--- src/rtl/logic_unit_arbiter_pkg.sv ---
// Shared definitions for the logic-op arbiter slice: op-code constants and op field width.
// Optional statistics counters are enabled with LOGIC_ARB_STATS_EN (see logic_unit_arbiter.sv).
package logic_unit_arbiter_pkg;

  localparam int OP_W = 3;

  localparam logic [OP_W-1:0] OP_AND  = 3'd0;
  localparam logic [OP_W-1:0] OP_OR   = 3'd1;
  localparam logic [OP_W-1:0] OP_NAND = 3'd2;
  localparam logic [OP_W-1:0] OP_NOR  = 3'd3;
  localparam logic [OP_W-1:0] OP_XOR  = 3'd4;
  localparam logic [OP_W-1:0] OP_XNOR = 3'd5;

  localparam logic [15:0] CNT_MAX = 16'hFFFF;

endpackage

--- src/rtl/logic_unit_arbiter_op_unit.sv ---
// Combinational bitwise gate bank shared by several blocks.
// Codes 6 and 7 are illegal: the result is forced to zero and err is raised.
module logic_op_unit
  import logic_unit_arbiter_pkg::*;
#(
  parameter int WIDTH = 4
) (
  input  logic [WIDTH-1:0] a,
  input  logic [WIDTH-1:0] b,
  input  logic [OP_W-1:0]  op,
  output logic [WIDTH-1:0] y,
  output logic             err
);

  always_comb begin
    y   = '0;
    err = 1'b0;
    case (op)
      OP_AND:  y = a & b;
      OP_OR:   y = a | b;
      OP_NAND: y = ~(a & b);
      OP_NOR:  y = ~(a | b);
      OP_XOR:  y = a ^ b;
      OP_XNOR: y = ~(a ^ b);
      default: err = 1'b1;
    endcase
  end

endmodule

--- src/rtl/logic_unit_arbiter.sv ---
// Round-robin arbiter sharing one logic_op_unit between NREQ requesters, registered tagged result.
// Define LOGIC_ARB_STATS_EN to add saturating grant_cnt / stall_cnt outputs.
module logic_unit_arbiter
  import logic_unit_arbiter_pkg::*;
#(
  parameter int WIDTH = 4,
  parameter int NREQ  = 4,
  parameter int IDW   = 2
) (
  input  logic                  clk,
  input  logic                  rst,
  input  logic [NREQ-1:0]       req_valid,
  input  logic [3*NREQ-1:0]     req_op,
  input  logic [WIDTH*NREQ-1:0] req_a,
  input  logic [WIDTH*NREQ-1:0] req_b,
  output logic [NREQ-1:0]       req_ready,
  output logic                  rsp_valid,
  input  logic                  rsp_ready,
  output logic [IDW-1:0]        rsp_id,
  output logic [OP_W-1:0]       rsp_op,
  output logic [WIDTH-1:0]      rsp_data,
  output logic                  rsp_err
`ifdef LOGIC_ARB_STATS_EN
  ,
  output logic [15:0]           grant_cnt,
  output logic [15:0]           stall_cnt
`endif
);

  logic [IDW-1:0]   ptr_q;
  logic [IDW-1:0]   gnt_idx;
  logic [IDW-1:0]   ptr_nxt;
  logic             gnt_found;
  logic             can_accept;
  logic             xfer;
  logic [WIDTH-1:0] sel_a;
  logic [WIDTH-1:0] sel_b;
  logic [OP_W-1:0]  sel_op;
  logic [WIDTH-1:0] unit_y;
  logic             unit_err;

  // First valid requester at or above the pointer, wrapping modulo NREQ.
  always_comb begin
    gnt_found = 1'b0;
    gnt_idx   = '0;
    for (int k = 0; k < NREQ; k++) begin
      if (!gnt_found && req_valid[(int'(ptr_q) + k) % NREQ]) begin
        gnt_found = 1'b1;
        gnt_idx   = IDW'((int'(ptr_q) + k) % NREQ);
      end
    end
  end

  assign can_accept = !rsp_valid || rsp_ready;
  assign xfer       = !rst && can_accept && gnt_found;
  assign req_ready  = xfer ? (NREQ'(1) << gnt_idx) : '0;
  assign ptr_nxt    = (gnt_idx == IDW'(NREQ - 1)) ? '0 : gnt_idx + IDW'(1);

  assign sel_a  = req_a[WIDTH*gnt_idx +: WIDTH];
  assign sel_b  = req_b[WIDTH*gnt_idx +: WIDTH];
  assign sel_op = req_op[OP_W*gnt_idx +: OP_W];

  logic_op_unit #(.WIDTH(WIDTH)) u_op_unit (
    .a   (sel_a),
    .b   (sel_b),
    .op  (sel_op),
    .y   (unit_y),
    .err (unit_err)
  );

  // A new transfer takes priority over the response drain so back-to-back issue keeps rsp_valid high.
  always_ff @(posedge clk) begin
    if (rst) begin
      ptr_q     <= '0;
      rsp_valid <= 1'b0;
      rsp_id    <= '0;
      rsp_op    <= '0;
      rsp_data  <= '0;
      rsp_err   <= 1'b0;
    end else if (xfer) begin
      ptr_q     <= ptr_nxt;
      rsp_valid <= 1'b1;
      rsp_id    <= gnt_idx;
      rsp_op    <= sel_op;
      rsp_data  <= unit_y;
      rsp_err   <= unit_err;
    end else if (rsp_valid && rsp_ready) begin
      rsp_valid <= 1'b0;
    end
  end

`ifdef LOGIC_ARB_STATS_EN
  always_ff @(posedge clk) begin
    if (rst) begin
      grant_cnt <= '0;
      stall_cnt <= '0;
    end else begin
      if (xfer && grant_cnt != CNT_MAX)
        grant_cnt <= grant_cnt + 16'd1;
      if (!xfer && (|req_valid) && stall_cnt != CNT_MAX)
        stall_cnt <= stall_cnt + 16'd1;
    end
  end
`endif

endmodule

--- config.mk ---
export PLATFORM = sky130hd
export DESIGN_NAME = logic_unit_arbiter
export DESIGN_NICKNAME = d
export VERILOG_FILES = /design/src/rtl/logic_unit_arbiter_pkg.sv /design/src/rtl/logic_unit_arbiter_op_unit.sv /design/src/rtl/logic_unit_arbiter.sv
export SDC_FILE = /design/constraint.sdc
export NUM_CORES = 1
export LEC_CHECK = 0
export CAP_MARGIN = 15
export CORE_UTILIZATION = 40
export CTS_CLUSTER_SIZE = 8
export DETAILED_ROUTE_END_ITERATION = 10
export GPL_TIMING_DRIVEN = 0
export PLACE_DENSITY = 0.86
export SYNTH_ARGS = -nofsm -noshare
export SYNTH_HDL_FRONTEND = slang
export SYNTH_SLANG_ARGS = --single-unit
--- constraint.sdc ---
create_clock -name clk -period 3.9 [get_ports clk]
set_clock_uncertainty 0.15 [all_clocks]
set_input_delay 0.975 -clock clk [delete_from_list [all_inputs] [get_ports clk]]
set_output_delay 0.975 -clock clk [all_outputs]
set_load 0.03 [all_outputs]
* Word-level counts from Yosys, hierarchy flattened
Cells that the tools add are included.
Storage, ports and cells: bits in registers 13, bits of input ports 51, output and inout port bits 15, word-level logic and storage cells 77
Cells by class: add/subtract/negate cells 4, multipliers 1, $lt $le $gt $ge 4, equal/unequal tests 6, shift-type cells 4, multiplexer cells 25, bitwise gates (word level) 9, reductions and logical operators 18
Operators by type and width (number):
- $shiftx 16x5->4 | 2
- $pmux 4 s6 | 1
- $mux 1 | 14
- $lt 3x4->1 const B | 3
- $not 4->4 | 3
- $shiftx 12x5->3 | 1
- $mux 2 | 5
- $bmux 1 s2 | 4
- $eq 3x2->1 const B | 2
- $eq 3x3->1 const B | 2
- $logic_and 1x1->1 | 6
- $reduce_or 2->1 | 3
- $reduce_or 6->1 | 1
- $logic_not 1->1 | 5
- $add 2x1->2 const B | 2
- $add 2x2->2 const B | 2
- $and 4x4->4 | 1
- $mul 2x2->4 const A | 1
- $mux 4 | 1
- $or 4x4->4 | 1
- $shl 1x2->4 const A | 1
- $xor 4x4->4 | 1
- $and 1x1->1 const A | 3
- $eq 3x1->1 const B | 1
- other kinds (5) | 5

* Depth between registers and ports, before layout
depth in word-level cells 19, mapped depth 14, mapped depth without buffers 12

* Cells and area by module
A second synthesis with hierarchy kept.
Second synthesis, totals: cells, all modules 155, area total of the unflattened synthesis 1282.5 µm²
By module, submodules not included:
- logic_unit_arbiter | instances 1, cells each 110, area each 953.4 µm², sequential area each 260.2 µm²
- logic_op_unit | instances 1, cells each 45, area each 329.1 µm², sequential area each 0.0 µm²

* Worst setup path before layout
OpenSTA, ideal clock, no wires.
path kind input to output, from input port req_valid[2], to output port req_ready[0], arrival 2.568 ns, required time 2.775 ns, setup slack 0.207 ns, stages 8, buffers on the path 2, path through nor2b_1 > or4b_1 > buf_2 > nand2_1 > buf_2 > inv_1 > ha_1 > and2_1
On the way: cells in the longest elaborated chain, start to end 14, elaborated cells on any way between the ends 28, classes of those cells 1 x shift; 20 x mux; 7 x reduce/logical
RTL lines:
- start, declared | RTL line logic_unit_arbiter.sv:12 | input logic [NREQ-1:0] req_valid,
- $bmux 1 s2 | RTL line logic_unit_arbiter.sv:47 | if (!gnt_found && req_valid[(int'(ptr_q) + k) % NREQ]) begin
- $mux 1 (implied by the code) | RTL line logic_unit_arbiter.sv:47
- $mux 1 | RTL line logic_unit_arbiter.sv:47
- $logic_not 1->1 | RTL line logic_unit_arbiter.sv:47
- $logic_and 1x1->1 | RTL line logic_unit_arbiter.sv:47
- $mux 1 | RTL line logic_unit_arbiter.sv:47
- $logic_not 1->1 | RTL line logic_unit_arbiter.sv:47
- $logic_and 1x1->1 | RTL line logic_unit_arbiter.sv:47
- $mux 1 | RTL line logic_unit_arbiter.sv:47
- $logic_not 1->1 | RTL line logic_unit_arbiter.sv:47
- $logic_and 1x1->1 | RTL line logic_unit_arbiter.sv:47
- $mux 2 * | RTL line logic_unit_arbiter.sv:47
- via gnt_idx[0] | RTL line logic_unit_arbiter.sv:31 | logic [IDW-1:0] gnt_idx;
- $shl 1x2->4 * | RTL line logic_unit_arbiter.sv:56 | assign req_ready = xfer ? (NREQ'(1) << gnt_idx) : '0;
- $mux 4 * | RTL line logic_unit_arbiter.sv:56
- end, declared | RTL line logic_unit_arbiter.sv:16 | output logic [NREQ-1:0] req_ready,
The timed path passes the listed nets; every way through them passes the cells marked *. The select of a mux whose other input is x is not followed.

* Final worst setup path
from input port req_valid[2], to output port req_ready[2]
Same word-level chain as after synthesis.

==> results.yml <==
pwr:
  p_int_mw: 0.531
  p_per_area_nw_per_um2: 423
  netSwitchingFraction: 0.435
  power_switching_mw: 0.409
  seq_power_share: 0.187
  combPwrFrac: 0.723
  ir_worst_vdd_v: 0.000172
  p_clk_frac: 0.089
  p_leak_nw: 0.996
  power_mw: 0.940
synth:
  synth.most_common_cell: "nand2_1"
  ys_top_cells_by_area: "dfxtp_1 (19%), mux2i_1 (14%), ha_1 (11%)"
  syn_nets: 250
  dominantRegCellSynth: "dfxtp_1"
  yosys-top-cells-count: "nand2_1 (36), mux2i_1 (20), dfxtp_1 (13), inv_1 (13), ha_1 (12)"
  synth-edff-count: 0
  yosysUniqueCellTypes: 40
  ys_ff_latch: 13
  syn_inst: 187
  synth.top_cell.area_share: 0.185
  netlist_area_um2: 1410
  async_reset_ff_frac: 0
  yosysWarnings: 0
  avgSynthCellArea_um2: 7.51
  seq_area_frac_synth: 0.185
  yosysTopAreaCell: "dfxtp_1"
run_status:
  status: "finished clean"
cells_and_area:
  syn_to_final_growth_pct: 58.1
  stdcell_area_um2: 2220
  drive_gt1_frac: 0.153
  final_nets: 325
  diodes: 0
  fillers: 304
floorplan:
  fp.dieW_um: 61.3
  die_area_um2: 3750
  io_pins: 66
  start_util: 0.418
  core_um2: 3360
  dieHeight_um: 61.3
  rows: 21
place:
  dp_hpwl_um: 2770
  io_buffer_count: 65
  place_area_um2: 2110
  routabilityCongestion: 0.782
clock_tree:
  clkTransAtPathRegs_ns: 0.07
  insertion_delay_ns: 0.28
  numCtsBuffers: 3
  htree_levels: 1
  cts-root-buf: "clkbuf_4"
  cts.sinks: 13
  clock_path_buffers: 2
  cts_tree: "yes"
critical_path:
  end_kind: "output pin"
  crit_arrival_ns: 2.72
  critical_path_class: "input pin to output pin"
  worstPathMaxFanout: 6
  crit_required_ns: 2.77
  crit_path_start_kind: "input pin"
global_routing:
  grt-ovfl-total: 0
  grt_pass1_vias: 1482
  grt_pass1_wl_um: 6050
  grt_max_degree: 12
  antenna_found_initial: 0
  grt_usage: 0.216
min_path:
  hold_path.class: "flop to flop"
sta:
  rsz0062_at_grt: "false"
  fmax_ghz: 0.260
  fin_tns_setup_ns: 0
  min_period_over_period: 0.986
  period_minus_slack_ns: 3.84
  finalHoldViolations: 0
  slew_headroom: 0.699
  worstMarginPinSlew_ns: 0.448
  finalSetupViolations: 0
  drv_slew: 0
routing:
  wl_per_cell_um: 11.6
  finalWirelength_um: 3570
  antenna_left: 0
  drc_errors: 0
  drt-pass1-iter-count: 4
  drt_iter0_markers: 72
  via_per_inst: 4.98
  num_vias: 1529
job:
  drv_cap: 0
==> registers in the layout, summed over array words and instances, names as in the netlist <==
signal and cells:
ptr_q 2, rsp_data 4, rsp_err 1, rsp_id 2, rsp_op 3, rsp_valid 1
==> power groups by stage <==
stage,combinational (mW),clock (mW),sequential (mW)
floorplan,0.414,0,0.217
global placement,0.616,0,0.175
detailed placement,0.633,0,0.177
CTS,0.665,0.0839,0.176
global route,0.756,0.0920,0.180
finish,0.680,0.0838,0.176
==> metrics by stage <==
| step | setup slack (ns) | cells | hold slack, ns | util |
|---|---|---|---|---|
| after floorplan | 0.207 | 187 | 0.329 | - |
| final | 0.0551 | 307 | 0.311 | 0.661 |
| after global routing | 0.0180 | 307 | 0.344 | 0.661 |
| after CTS | 0.0238 | 306 | 0.317 | 0.657 |
| after detailed placement | -0.908 | 298 | 0.307 | 0.628 |
| after global placement | -0.900 | 298 | 0.296 | 0.628 |
==> worst max-delay path, cell delays in order <==
cell	delay (ns)
dlygate4sd2_1	0.26
nor2b_4	0.14
or4_4	0.51
buf_6	0.15
nand2_4	0.05
buf_6	0.12
inv_2	0.04
ha_1	0.20
and2_4	0.14
buf_6	0.13
==> layout by cell type (no fill, tap or decap), types with 5 or more instances in the layout <==
cell             count
clkdlybuf4s50_1     57
inv_1               12
buf_4                6
nand3b_1             7
dfxtp_1             13
ha_1                12
nand3_1              8
buf_6                5
nand2_1             35
buf_2                5
o21ai_0              5
clkbuf_2             5
or3_1                5
nor2_1               5
mux2i_1             20
==> per-layer routing <==
layer / share of wire / vias to the layer above / routed length (um) / GRT usage
li1: - / 790 / - / -
met1: 0.43 / 682 / 1540 / 0.234
met2: 0.52 / 53 / 1840 / 0.415
met3: 0.044 / 4 / 156 / 0.0294
met4: 0.0095 / 0 / 34 / 0.0909
met5: 0 / - / 0 / 0
==> final timing paths <==
path	startpoint	endpoint	slack, ns	cells past startpoint
worst min register to register	rsp_id[0]$_SDFFE_PP0P_	rsp_id[0]$_SDFFE_PP0P_	0.31	2
worst max register to register	ptr_q[0]$_SDFFE_PP0P_	rsp_data[2]$_SDFFE_PP0P_	0.77	14
worst min-delay path	rsp_id[0]$_SDFFE_PP0P_	rsp_id[0]$_SDFFE_PP0P_	0.31	2
worst max-delay path	req_valid[2]	req_ready[2]	0.06	10
==> cell families (layout without fill, tap and decap cells) <==
group,after synthesis,in the layout,share of synthesized area
AO/OA/AOI/OAI,27,27,0.135
XOR/XNOR,4,4,0.0249
buffers and inverters,25,99,0.0748
adder cells (fa/ha/maj),12,12,0.107
multiplexers,20,20,0.142
AND/OR/NAND/NOR,86,86,0.330
flip-flops,13,13,0.185
==> timing repair <==
item / in CTS / in global routing
setup buffers: 4 / 1
hold buffers: 0 / 0
gates resized for setup: 45 / 12
setup endpoints to repair: 6 / 6
pin swaps: 1 / 0
==> cell type report <==
cell class                 instances  area (um2)  share of cell area
buffer                            12        77.6              0.0349
multi-input combinational        149        1090               0.489
clock buffer                       4        26.3              0.0118
inverter                          13        48.8              0.0220
sequential                        13         260               0.117
tap                               46        57.6              0.0259
timing repair buffer              70         664               0.299
(Power assumes the default switching activity.)
